**src/rtl/core_pkg.sv**
```systemverilog
// Shared types and constants for the RV32I fetch path: fetch FSM states,
// the IF/ID register layout and the canonical bubble instruction.
package core_pkg;

  typedef enum logic [1:0] {
    ST_REQ,
    ST_WAIT,
    ST_KILL,
    ST_HOLD
  } if_state_t;

  localparam logic [6:0]  OPC_STORE        = 7'b0100011;
  localparam logic [31:0] DEFAULT_NOP_INST = 32'h0000_0013;

  typedef struct packed {
    logic        valid;
    logic [31:0] pc;
    logic [31:0] inst;
  } if_id_t;

  // A bubble carries pc 0 so a flushed slot never looks like a real fetch.
  function automatic if_id_t make_bubble(input logic [31:0] nop);
    return '{valid: 1'b0, pc: 32'h0, inst: nop};
  endfunction

endpackage

```
**src/rtl/if_id_stage_if.sv**
```systemverilog
// Instruction-memory request/response bus between the fetch stage (master)
// and instruction memory (slave).
interface if_id_stage_if;
  logic        imem_req;
  logic [31:0] imem_addr;
  logic        imem_ready;
  logic        imem_rvalid;
  logic [31:0] imem_rdata;

  modport master (
    output imem_req, imem_addr,
    input  imem_ready, imem_rvalid, imem_rdata
  );

  modport slave (
    input  imem_req, imem_addr,
    output imem_ready, imem_rvalid, imem_rdata
  );
endinterface

```
**src/rtl/if_id_stage_hold_buf.sv**
```systemverilog
// One-entry buffer that parks a fetched instruction while decode is stalled.
// Invalidate wins over load, which wins over drain.
module if_hold_buf (
  input  logic        clk,
  input  logic        rst,
  input  logic        load,
  input  logic        drain,
  input  logic        invalidate,
  input  logic [31:0] load_pc,
  input  logic [31:0] load_inst,
  output logic        valid,
  output logic [31:0] pc,
  output logic [31:0] inst
);

  always_ff @(posedge clk or posedge rst) begin
    if (rst) begin
      valid <= 1'b0;
      pc    <= 32'h0;
      inst  <= 32'h0;
    end else if (invalidate) begin
      valid <= 1'b0;
    end else if (load) begin
      valid <= 1'b1;
      pc    <= load_pc;
      inst  <= load_inst;
    end else if (drain) begin
      valid <= 1'b0;
    end
  end

endmodule

```
**src/rtl/if_id_stage.sv**
```systemverilog
// Instruction fetch stage with IF/ID pipeline register for the RV32I core.
// Optional feature macro: IF_PERF_CNT_EN adds saturating stall/flush counters.
module if_id_stage
  import core_pkg::*;
#(
  parameter logic [31:0] RESET_PC = 32'h0000_0000,
  parameter logic [31:0] NOP_INST = DEFAULT_NOP_INST
) (
  input  logic                 clk,
  input  logic                 rst,
  input  logic                 ID_stall,
  input  logic                 redirect_valid,
  input  logic [31:0]          redirect_pc,
  if_id_stage_if.master        imem,
  output logic                 IF_ID_valid,
  output logic [31:0]          IF_ID_pc,
  output logic [31:0]          IF_ID_inst,
  output logic [4:0]           IF_ID_rs1,
  output logic [4:0]           IF_ID_rs2,
  output logic                 IF_ID_is_s_type
`ifdef IF_PERF_CNT_EN
  ,
  output logic [31:0]          perf_stall_cnt,
  output logic [31:0]          perf_flush_cnt
`endif
);

  localparam if_id_t BUBBLE = make_bubble(NOP_INST);

  if_state_t   state, state_next;
  logic [31:0] pc, pc_next;
  if_id_t      if_id, if_id_next;

  logic        buf_load, buf_drain, buf_inval;
  logic        buf_valid;
  logic [31:0] buf_pc, buf_inst;
  logic [31:0] redirect_target;
  logic        outstanding;

  assign redirect_target = redirect_pc & 32'hFFFF_FFFC;

  // A response is still owed unless it is arriving in this very cycle.
  assign outstanding = ((state == ST_REQ) && imem.imem_ready) ||
                       ((state == ST_WAIT || state == ST_KILL) && !imem.imem_rvalid);

  if_hold_buf u_hold_buf (
    .clk        (clk),
    .rst        (rst),
    .load       (buf_load),
    .drain      (buf_drain),
    .invalidate (buf_inval),
    .load_pc    (pc),
    .load_inst  (imem.imem_rdata),
    .valid      (buf_valid),
    .pc         (buf_pc),
    .inst       (buf_inst)
  );

  always_ff @(posedge clk or posedge rst) begin
    if (rst) begin
      state <= ST_REQ;
      pc    <= RESET_PC;
      if_id <= BUBBLE;
    end else begin
      state <= state_next;
      pc    <= pc_next;
      if_id <= if_id_next;
    end
  end

  // Decode consumes IF/ID every unstalled cycle, so it becomes a bubble unless
  // a new instruction is loaded; a stall freezes it.
  always_comb begin
    state_next     = state;
    pc_next        = pc;
    if_id_next     = ID_stall ? if_id : BUBBLE;
    buf_load       = 1'b0;
    buf_drain      = 1'b0;
    buf_inval      = 1'b0;
    imem.imem_req  = (state == ST_REQ);
    imem.imem_addr = pc;

    case (state)
      ST_REQ: begin
        if (imem.imem_ready) state_next = ST_WAIT;
      end
      ST_WAIT: begin
        if (imem.imem_rvalid) begin
          if (!ID_stall) begin
            if_id_next = '{valid: 1'b1, pc: pc, inst: imem.imem_rdata};
            pc_next    = pc + 32'd4;
            state_next = ST_REQ;
          end else begin
            buf_load   = 1'b1;
            state_next = ST_HOLD;
          end
        end
      end
      ST_HOLD: begin
        if (!buf_valid) begin
          state_next = ST_REQ;
        end else if (!ID_stall) begin
          if_id_next = '{valid: 1'b1, pc: buf_pc, inst: buf_inst};
          buf_drain  = 1'b1;
          pc_next    = pc + 32'd4;
          state_next = ST_REQ;
        end
      end
      ST_KILL: begin
        if (imem.imem_rvalid) state_next = ST_REQ;
      end
      default: state_next = ST_REQ;
    endcase

    // Redirect overrides everything above, including a stall.
    if (redirect_valid) begin
      if_id_next = BUBBLE;
      buf_load   = 1'b0;
      buf_drain  = 1'b0;
      buf_inval  = 1'b1;
      pc_next    = redirect_target;
      state_next = outstanding ? ST_KILL : ST_REQ;
    end
  end

  assign IF_ID_valid     = if_id.valid;
  assign IF_ID_pc        = if_id.pc;
  assign IF_ID_inst      = if_id.valid ? if_id.inst : NOP_INST;
  assign IF_ID_rs1       = if_id.valid ? if_id.inst[19:15] : 5'd0;
  assign IF_ID_rs2       = if_id.valid ? if_id.inst[24:20] : 5'd0;
  assign IF_ID_is_s_type = if_id.valid && (if_id.inst[6:0] == OPC_STORE);

`ifdef IF_PERF_CNT_EN
  always_ff @(posedge clk or posedge rst) begin
    if (rst) begin
      perf_stall_cnt <= 32'h0;
      perf_flush_cnt <= 32'h0;
    end else begin
      if (ID_stall && if_id.valid && (perf_stall_cnt != 32'hFFFF_FFFF))
        perf_stall_cnt <= perf_stall_cnt + 32'd1;
      if (redirect_valid && (perf_flush_cnt != 32'hFFFF_FFFF))
        perf_flush_cnt <= perf_flush_cnt + 32'd1;
    end
  end
`endif

endmodule
```
**src/flat_wrapper.sv**
```systemverilog
// flat-port wrapper written by rule: the top's interface ports become plain ports
module if_id_stage_flat import core_pkg::*;
#(
  parameter logic [31:0] RESET_PC = 32'h0000_0000,
  parameter logic [31:0] NOP_INST = DEFAULT_NOP_INST
)
  (clk, rst, ID_stall, redirect_valid, redirect_pc, IF_ID_valid, IF_ID_pc, IF_ID_inst, IF_ID_rs1, IF_ID_rs2, IF_ID_is_s_type, imem_imem_req, imem_imem_addr, imem_imem_ready, imem_imem_rvalid, imem_imem_rdata);
  if_id_stage_if imem_i ();
  input  logic clk;
  input  logic rst;
  input  logic ID_stall;
  input  logic redirect_valid;
  input  logic [31:0] redirect_pc;
  output logic IF_ID_valid;
  output logic [31:0] IF_ID_pc;
  output logic [31:0] IF_ID_inst;
  output logic [4:0] IF_ID_rs1;
  output logic [4:0] IF_ID_rs2;
  output logic IF_ID_is_s_type;
  output wire logic [$bits(imem_i.imem_req)-1:0] imem_imem_req;
  output wire logic [$bits(imem_i.imem_addr)-1:0] imem_imem_addr;
  input wire logic [$bits(imem_i.imem_ready)-1:0] imem_imem_ready;
  input wire logic [$bits(imem_i.imem_rvalid)-1:0] imem_imem_rvalid;
  input wire logic [$bits(imem_i.imem_rdata)-1:0] imem_imem_rdata;
  assign imem_imem_req = imem_i.imem_req;
  assign imem_imem_addr = imem_i.imem_addr;
  assign imem_i.imem_ready = imem_imem_ready;
  assign imem_i.imem_rvalid = imem_imem_rvalid;
  assign imem_i.imem_rdata = imem_imem_rdata;
  if_id_stage #(.RESET_PC(RESET_PC), .NOP_INST(NOP_INST)) u_core (.clk(clk), .rst(rst), .ID_stall(ID_stall), .redirect_valid(redirect_valid), .redirect_pc(redirect_pc), .imem(imem_i), .IF_ID_valid(IF_ID_valid), .IF_ID_pc(IF_ID_pc), .IF_ID_inst(IF_ID_inst), .IF_ID_rs1(IF_ID_rs1), .IF_ID_rs2(IF_ID_rs2), .IF_ID_is_s_type(IF_ID_is_s_type));
endmodule
```
**config.mk**
```make
export PLATFORM = sky130hd
export DESIGN_NAME = if_id_stage_flat
export DESIGN_NICKNAME = d
export VERILOG_FILES = /design/src/rtl/core_pkg.sv /design/src/rtl/if_id_stage_if.sv /design/src/rtl/if_id_stage_hold_buf.sv /design/src/rtl/if_id_stage.sv /design/src/flat_wrapper.sv
export SDC_FILE = /design/constraint.sdc
export NUM_CORES = 1
export LEC_CHECK = 0
export ABC_AREA = 0
export CAP_MARGIN = 20
export CELL_PAD_IN_SITES_DETAIL_PLACEMENT = 1
export CELL_PAD_IN_SITES_GLOBAL_PLACEMENT = 1
export CORE_UTILIZATION = 52
export CTS_CLUSTER_DIAMETER = 50
export DETAILED_ROUTE_END_ITERATION = 12
export DONT_BUFFER_PORTS = 1
export PLACE_DENSITY = 0.92
export SLEW_MARGIN = 10
export SYNTH_ARGS = -nofsm -noshare
export SYNTH_HDL_FRONTEND = slang
export SYNTH_SLANG_ARGS = --single-unit
```
**constraint.sdc**
```tcl
create_clock -name clk -period 13.35 [get_ports clk]
set_input_delay 1.335 -clock clk [delete_from_list [all_inputs] [get_ports clk]]
set_output_delay 1.335 -clock clk [all_outputs]
set_load 0.05 [all_outputs]
```
Yosys cells after proc, flatten, opt, wreduce, memory -nomap -nowiden

Cells that the tools add are included.

Multiplexer cells: 36
$add $sub $neg: 1
Reduce and logical (&&, ||, !) cells: 12
Equality and inequality tests: 9
Bitwise operators: 1

Operator list:

| cell                    | number |
|---|---|
| $mux W65                | 6 |
| $mux W32                | 5 |
| $pmux W65 S2            | 1 |
| $pmux W32 S2            | 1 |
| $add A32 B3 Y32 const B | 1 |
| $mux W2                 | 8 |
| $mux W1                 | 12 |
| $mux W5                 | 2 |
| $ne A3 B3 Y1 const B    | 3 |
| $pmux W2 S4             | 1 |
| $eq A7 B6 Y1 const B    | 1 |
| $reduce_bool A3 Y1      | 2 |
| $eq A2 B2 Y1 const B    | 2 |
| $ne A4 B4 Y1 const B    | 1 |
| $reduce_and A4 Y1       | 1 |
| $logic_and A1 B1 Y1     | 3 |
| $ne A3 B2 Y1 const B    | 1 |
| $reduce_and A3 Y1       | 1 |
| $eq A2 B1 Y1 const B    | 1 |
| $logic_not A2 Y1        | 1 |
| $logic_or A1 B1 Y1      | 2 |
| $reduce_and A2 Y1       | 1 |
| $logic_not A1 Y1        | 1 |
| $not A1 Y1              | 1 |

Flip-flop bits (word level): 164

Logic depth before layout (Yosys ltp)

Depth after elaboration: 7
Mapped depth: 8
Gate-level depth less buffers: 7

Modules after synthesis

Synthesis repeated with hierarchy kept, for this count alone.

Cells, all modules: 698
Area, all modules: 7945.1 µm²

By module, submodules not included:

| module      | cells each | area an instance (µm²) | instances | seq. area each (µm²) |
|---|---|---|---|---|
| if_id_stage | 557        | 5200.0                 | 1         | 2431.1 |
| if_hold_buf | 141        | 2745.1                 | 1         | 1626.6 |

Least setup slack after synthesis

OpenSTA, ideal clock, no wires.

Kind: reg-to-output
Start point: register u_core.if_id, in the netlist u_core.IF_ID_valid
End point: output port IF_ID_is_s_type
Setup slack: 9218 ps
Buffers on the path: 0
Arrival time: 2797 ps
Cell stages (with the launch flop): 3
Required time: 12015 ps
Path through: dfrtp_1 -> nand2b_1 -> nor4bb_1

Cells in the longest elaborated chain, start to end: 1

RTL lines:

| what                   | line               | source |
|---|---|---|
| start, declared        | if_id_stage.sv:32  | `if_id_t if_id, if_id_next;` |
| start signal, assigned | if_id_stage.sv:67  | `if_id <= if_id_next;` |
| $logic_and A1 B1 Y1    | if_id_stage.sv:131 | `assign IF_ID_is_s_type = if_id.valid && (if_id.inst[6:0] == OPC_STORE);` |
| end, declared          | flat_wrapper.sv:19 | `output logic IF_ID_is_s_type;` |

Every way passes these cells.

Worst setup path after layout

Ends and elaborated chain as after synthesis.

==> qor.log <==
INFO  timing         final_layout_setup_total_negative_slack=0ps
INFO  die            initial_utilization=54.2%
INFO  clocking       cts_setup_buffers=0
INFO  grt            grtUsageTotal=27.6%
INFO  layout         drive_gt1_share=18.5%
INFO  timing         finalCriticalPeriod=3510ps
INFO  yosys          synthMostInstantiatedCell=sky130_fd_sc_hd__dfrtp_1
INFO  layout         syn_to_final_growth=5.32%
INFO  yosys          synth-warning-count=0
INFO  die            dieHeight=123µm
INFO  route          avgRoutedWirePerCell=24.9µm
INFO  grt            grt_pass1_vias=5841
INFO  worst_hold_path holdCritPathClass=reg -> reg
INFO  timing         clock_skew=8.95ps
INFO  clocking       clock_slew_seen_by_the_registers_of_the_worst_setup_and_hold_paths=60ps
INFO  yosys          netlist_instances=689
INFO  clocking       cts_resized=0
INFO  layout         area_occupied_by_registers=4010µm²
INFO  layout         multi_input_area=3110µm²
INFO  route          drt_wl_total=20.2mm
INFO  critical_path  critical_path_arrival=2180ps
INFO  worst_hold_path holdCritStartpoint=u_core.u_hold_buf.pc[10]$_DFFE_PP0P_
INFO  critical_path  timing.rr.start=u_core.imem.imem_addr[2]$_DFFE_PP0P_
INFO  yosys          number_of_flops_mapped_to_enable_cells_by_yosys=0
INFO  pwr            power.leakage=0.00347µW
INFO  yosys          synth_top_cell_area_share=51.3%
INFO  clocking       cts-hold-fix-buffers=0
INFO  die            num_rows=43
INFO  die            dieArea=15200µm²
INFO  critical_path  timing.reg2reg.setup_slack=10600ps
INFO  die            design.core.area=14100µm²
INFO  pwr            peakVddDrop=0.142mV
INFO  timing         maxClockFrequency=285MHz
INFO  critical_path  number_of_cells_traversed_by_the_worst_register_to_register_path=6
INFO  yosys          ys_top_cells_by_area=sky130_fd_sc_hd__dfrtp_1 (51%), sky130_fd_sc_hd__mux2_2 (9.6%), sky130_fd_sc_hd__a222oi_1 (7.7%)
INFO  yosys          synthDistinctLibCells=41
INFO  die            fp.dieW=123µm
INFO  timing         rsz0062_at_grt=no
INFO  layout         final_core_utilization=57.0%
INFO  route          vias=5369
INFO  clocking       total_number_of_clock_tree_sinks=160
INFO  clocking       cts-buffers-inserted=17
INFO  placed_design  port_buffers=0
INFO  critical_path  critPathCaptureType=output pin
INFO  placed_design  placement.setup.worst_slack=10210ps
INFO  critical_path  worst_setup_path_start_kind=register
INFO  clocking       worstSkewPairLatency=430ps
INFO  outcome        outcome=finished clean
INFO  yosys          cell_taking_the_most_area_after_synthesis=sky130_fd_sc_hd__dfrtp_1
INFO  grt            grt_overflow=0
INFO  clocking       cts.path.max_buffers=2
INFO  route          routed_via_density=6.60
INFO  yosys          synth_top_cells_by_count=sky130_fd_sc_hd__dfrtp_1 (157), sky130_fd_sc_hd__nor2_1 (66), sky130_fd_sc_hd__mux2_2 (65)
INFO  layout         finalNetCount=695
INFO  critical_path  regToRegEndpoint=u_core.imem.imem_addr[10]$_DFFE_PP0P_
INFO  pwr            p_total=1480µW
INFO  timing         hold_ws=508ps
INFO  yosys          ys_ff_latch=160
INFO  timing         timing.slew.headroom=34.2%
INFO  pwr            cellPowerDensity=183nW/µm²
INFO  worst_hold_path min_delay_worst_endpoint=u_core.u_hold_buf.pc[10]$_DFFE_PP0P_
INFO  layout         fillerInstances=1441
INFO  clocking       root_buffer=sky130_fd_sc_hd__clkbuf_16
INFO  route          route.detailed.drc=0
INFO  yosys          synth-async-reset-ratio=100%
INFO  clocking       tritoncts=done
INFO  timing         layout_setup_ws=9840ps
INFO  grt            grt_pass1_wl=31.4mm
INFO  timing         finalCritPeriodShare=26.3%
INFO  critical_path  worst-endpoint-required=12020ps
INFO  grt            grt_antenna_before_repair=1
INFO  worst_hold_path min_delay_path_depth=1
INFO  grt            grt_start_max_net_pins=133
INFO  route          drtPass1Iterations=8
INFO  job            maxcap_viol_count=0
INFO  yosys          summed_instance_area_of_the_synthesized_netlist=7660µm²
INFO  route          drt_first_iter_violations=575
INFO  placed_design  hpwl=13.0mm
INFO  yosys          sequential_element_share_of_the_synthesized_area=52.3%
INFO  timing         timing_hold_violations_final=0
INFO  route          antenna_left=0
INFO  yosys          syn-mean-instance-area=11.1µm²
INFO  timing         finalSetupViolations=0
INFO  yosys          synthFlopType=sky130_fd_sc_hd__dfrtp_1
INFO  timing         timing_worst_slew_pin_value=993ps
INFO  die            floorplan.io_pins=179
INFO  placed_design  place.gp.congestion=0.810
INFO  timing         maxSlewViolCount=0
INFO  critical_path  critical_path.max_fanout=34
INFO  clocking       clock_tree.htree_level_count=4
INFO  critical_path  criticalPathCategory=reg -> out
registers in the layout (all words and copies together), names as in the netlist:
register / flops
u_core.IF_ID_pc: 32
u_core.state: 2
u_core.imem.imem_addr: 30
u_core.IF_ID_valid: 1
u_core.u_hold_buf.valid: 1
u_core.u_hold_buf.pc: 30
u_core.if_id: 32
u_core.u_hold_buf.inst: 32
layout by cell type (no fill, tap or decap), types with 3 or more instances in the layout:
cell type,n
sky130_fd_sc_hd__nand2b_1,10
sky130_fd_sc_hd__nand3_1,13
sky130_fd_sc_hd__o21ai_0,23
sky130_fd_sc_hd__xnor2_1,14
sky130_fd_sc_hd__a222oi_1,59
sky130_fd_sc_hd__xor2_1,10
sky130_fd_sc_hd__a21o_1,4
sky130_fd_sc_hd__clkbuf_16,17
sky130_fd_sc_hd__nor2_1,64
sky130_fd_sc_hd__nand4_1,12
sky130_fd_sc_hd__a22oi_1,4
sky130_fd_sc_hd__and3_1,7
sky130_fd_sc_hd__and4_1,6
sky130_fd_sc_hd__clkbuf_8,4
sky130_fd_sc_hd__nand2_1,38
sky130_fd_sc_hd__nor3_1,9
sky130_fd_sc_hd__dfrtp_1,157
sky130_fd_sc_hd__mux2_2,65
sky130_fd_sc_hd__mux2i_1,5
sky130_fd_sc_hd__o21ai_1,8
sky130_fd_sc_hd__bufinv_16,4
sky130_fd_sc_hd__nor2b_1,6
sky130_fd_sc_hd__dfstp_2,3
sky130_fd_sc_hd__nor4_2,7
sky130_fd_sc_hd__nor4_1,4
sky130_fd_sc_hd__ha_1,5
sky130_fd_sc_hd__inv_1,6
sky130_fd_sc_hd__buf_4,7
sky130_fd_sc_hd__and2_1,32
sky130_fd_sc_hd__a21oi_1,5
stage by stage:
step	area (µm²)	std cells
2_1_floorplan	7670	690
3_3_place_gp	7430	781
3_5_place_dp	7430	781
4_1_cts	8070	813
5_1_grt	8070	814
6_report	8070	814
cell families after synthesis:
kind of cell,count (synthesis),synth area share (%)
flops,160,52.3
mux,70,10.2
buf+inv,103,7.45
fa+ha+maj,5,0.816
compound gates,109,11.5
xor+xnor,24,2.74
simple gates,217,14.9
other cells,1,0.0489
final cells by class:
cell class | count | share of cell area (%)
clock inverters | 9 | 1.91
clock buffers | 23 | 6.05
inverters | 7 | 0.388
diodes | 1 | 0.0310
well taps | 180 | 2.79
flip-flops and latches | 160 | 49.7
repair buffers | 7 | 0.651
multi-input cells | 427 | 38.5
critical path, stage by stage, from the launching register on:
cell                       delay (ps)
sky130_fd_sc_hd__dfrtp_1          320
sky130_fd_sc_hd__buf_4            350
sky130_fd_sc_hd__nand2b_1         440
sky130_fd_sc_hd__nor4bb_2         390
sky130_fd_sc_hd__buf_4            240
report_power, final:
| group | switching, µW | internal [µW] | leakage (µW) |
|---|---|---|---|
| clock network | 190 | 333 | 0.000309 |
| registers | 129 | 600 | 0.00207 |
| logic | 110 | 115 | 0.00109 |
worst max path at each step:
stage,start,endpoint,depth (start not counted)
after floorplan,rst,u_core.IF_ID_pc[0]$_DFF_PP0_,1
final,u_core.IF_ID_valid$_DFF_PP0_,IF_ID_is_s_type,4
after detailed placement,ID_stall,u_core.if_id[6]$_DFF_PP0_,5
after global placement,u_core.IF_ID_valid$_DFF_PP0_,IF_ID_is_s_type,4
after global routing,u_core.IF_ID_valid$_DFF_PP0_,IF_ID_is_s_type,4
after CTS,u_core.IF_ID_valid$_DFF_PP0_,IF_ID_is_s_type,4
routing by layer:
layer  global-route usage (%)  wire, µm  share of wire [%]  up-vias
met3                     8.76      1540                7.6       36
li1                         -         -                  -     2324
met5                        0         0                  0        -
met1                     31.5      7690                 38     2773
met2                     47.9     10500                 52      236
met4                     10.8       479                2.4        0
Note: power is estimated with default switching activity, not from simulation.
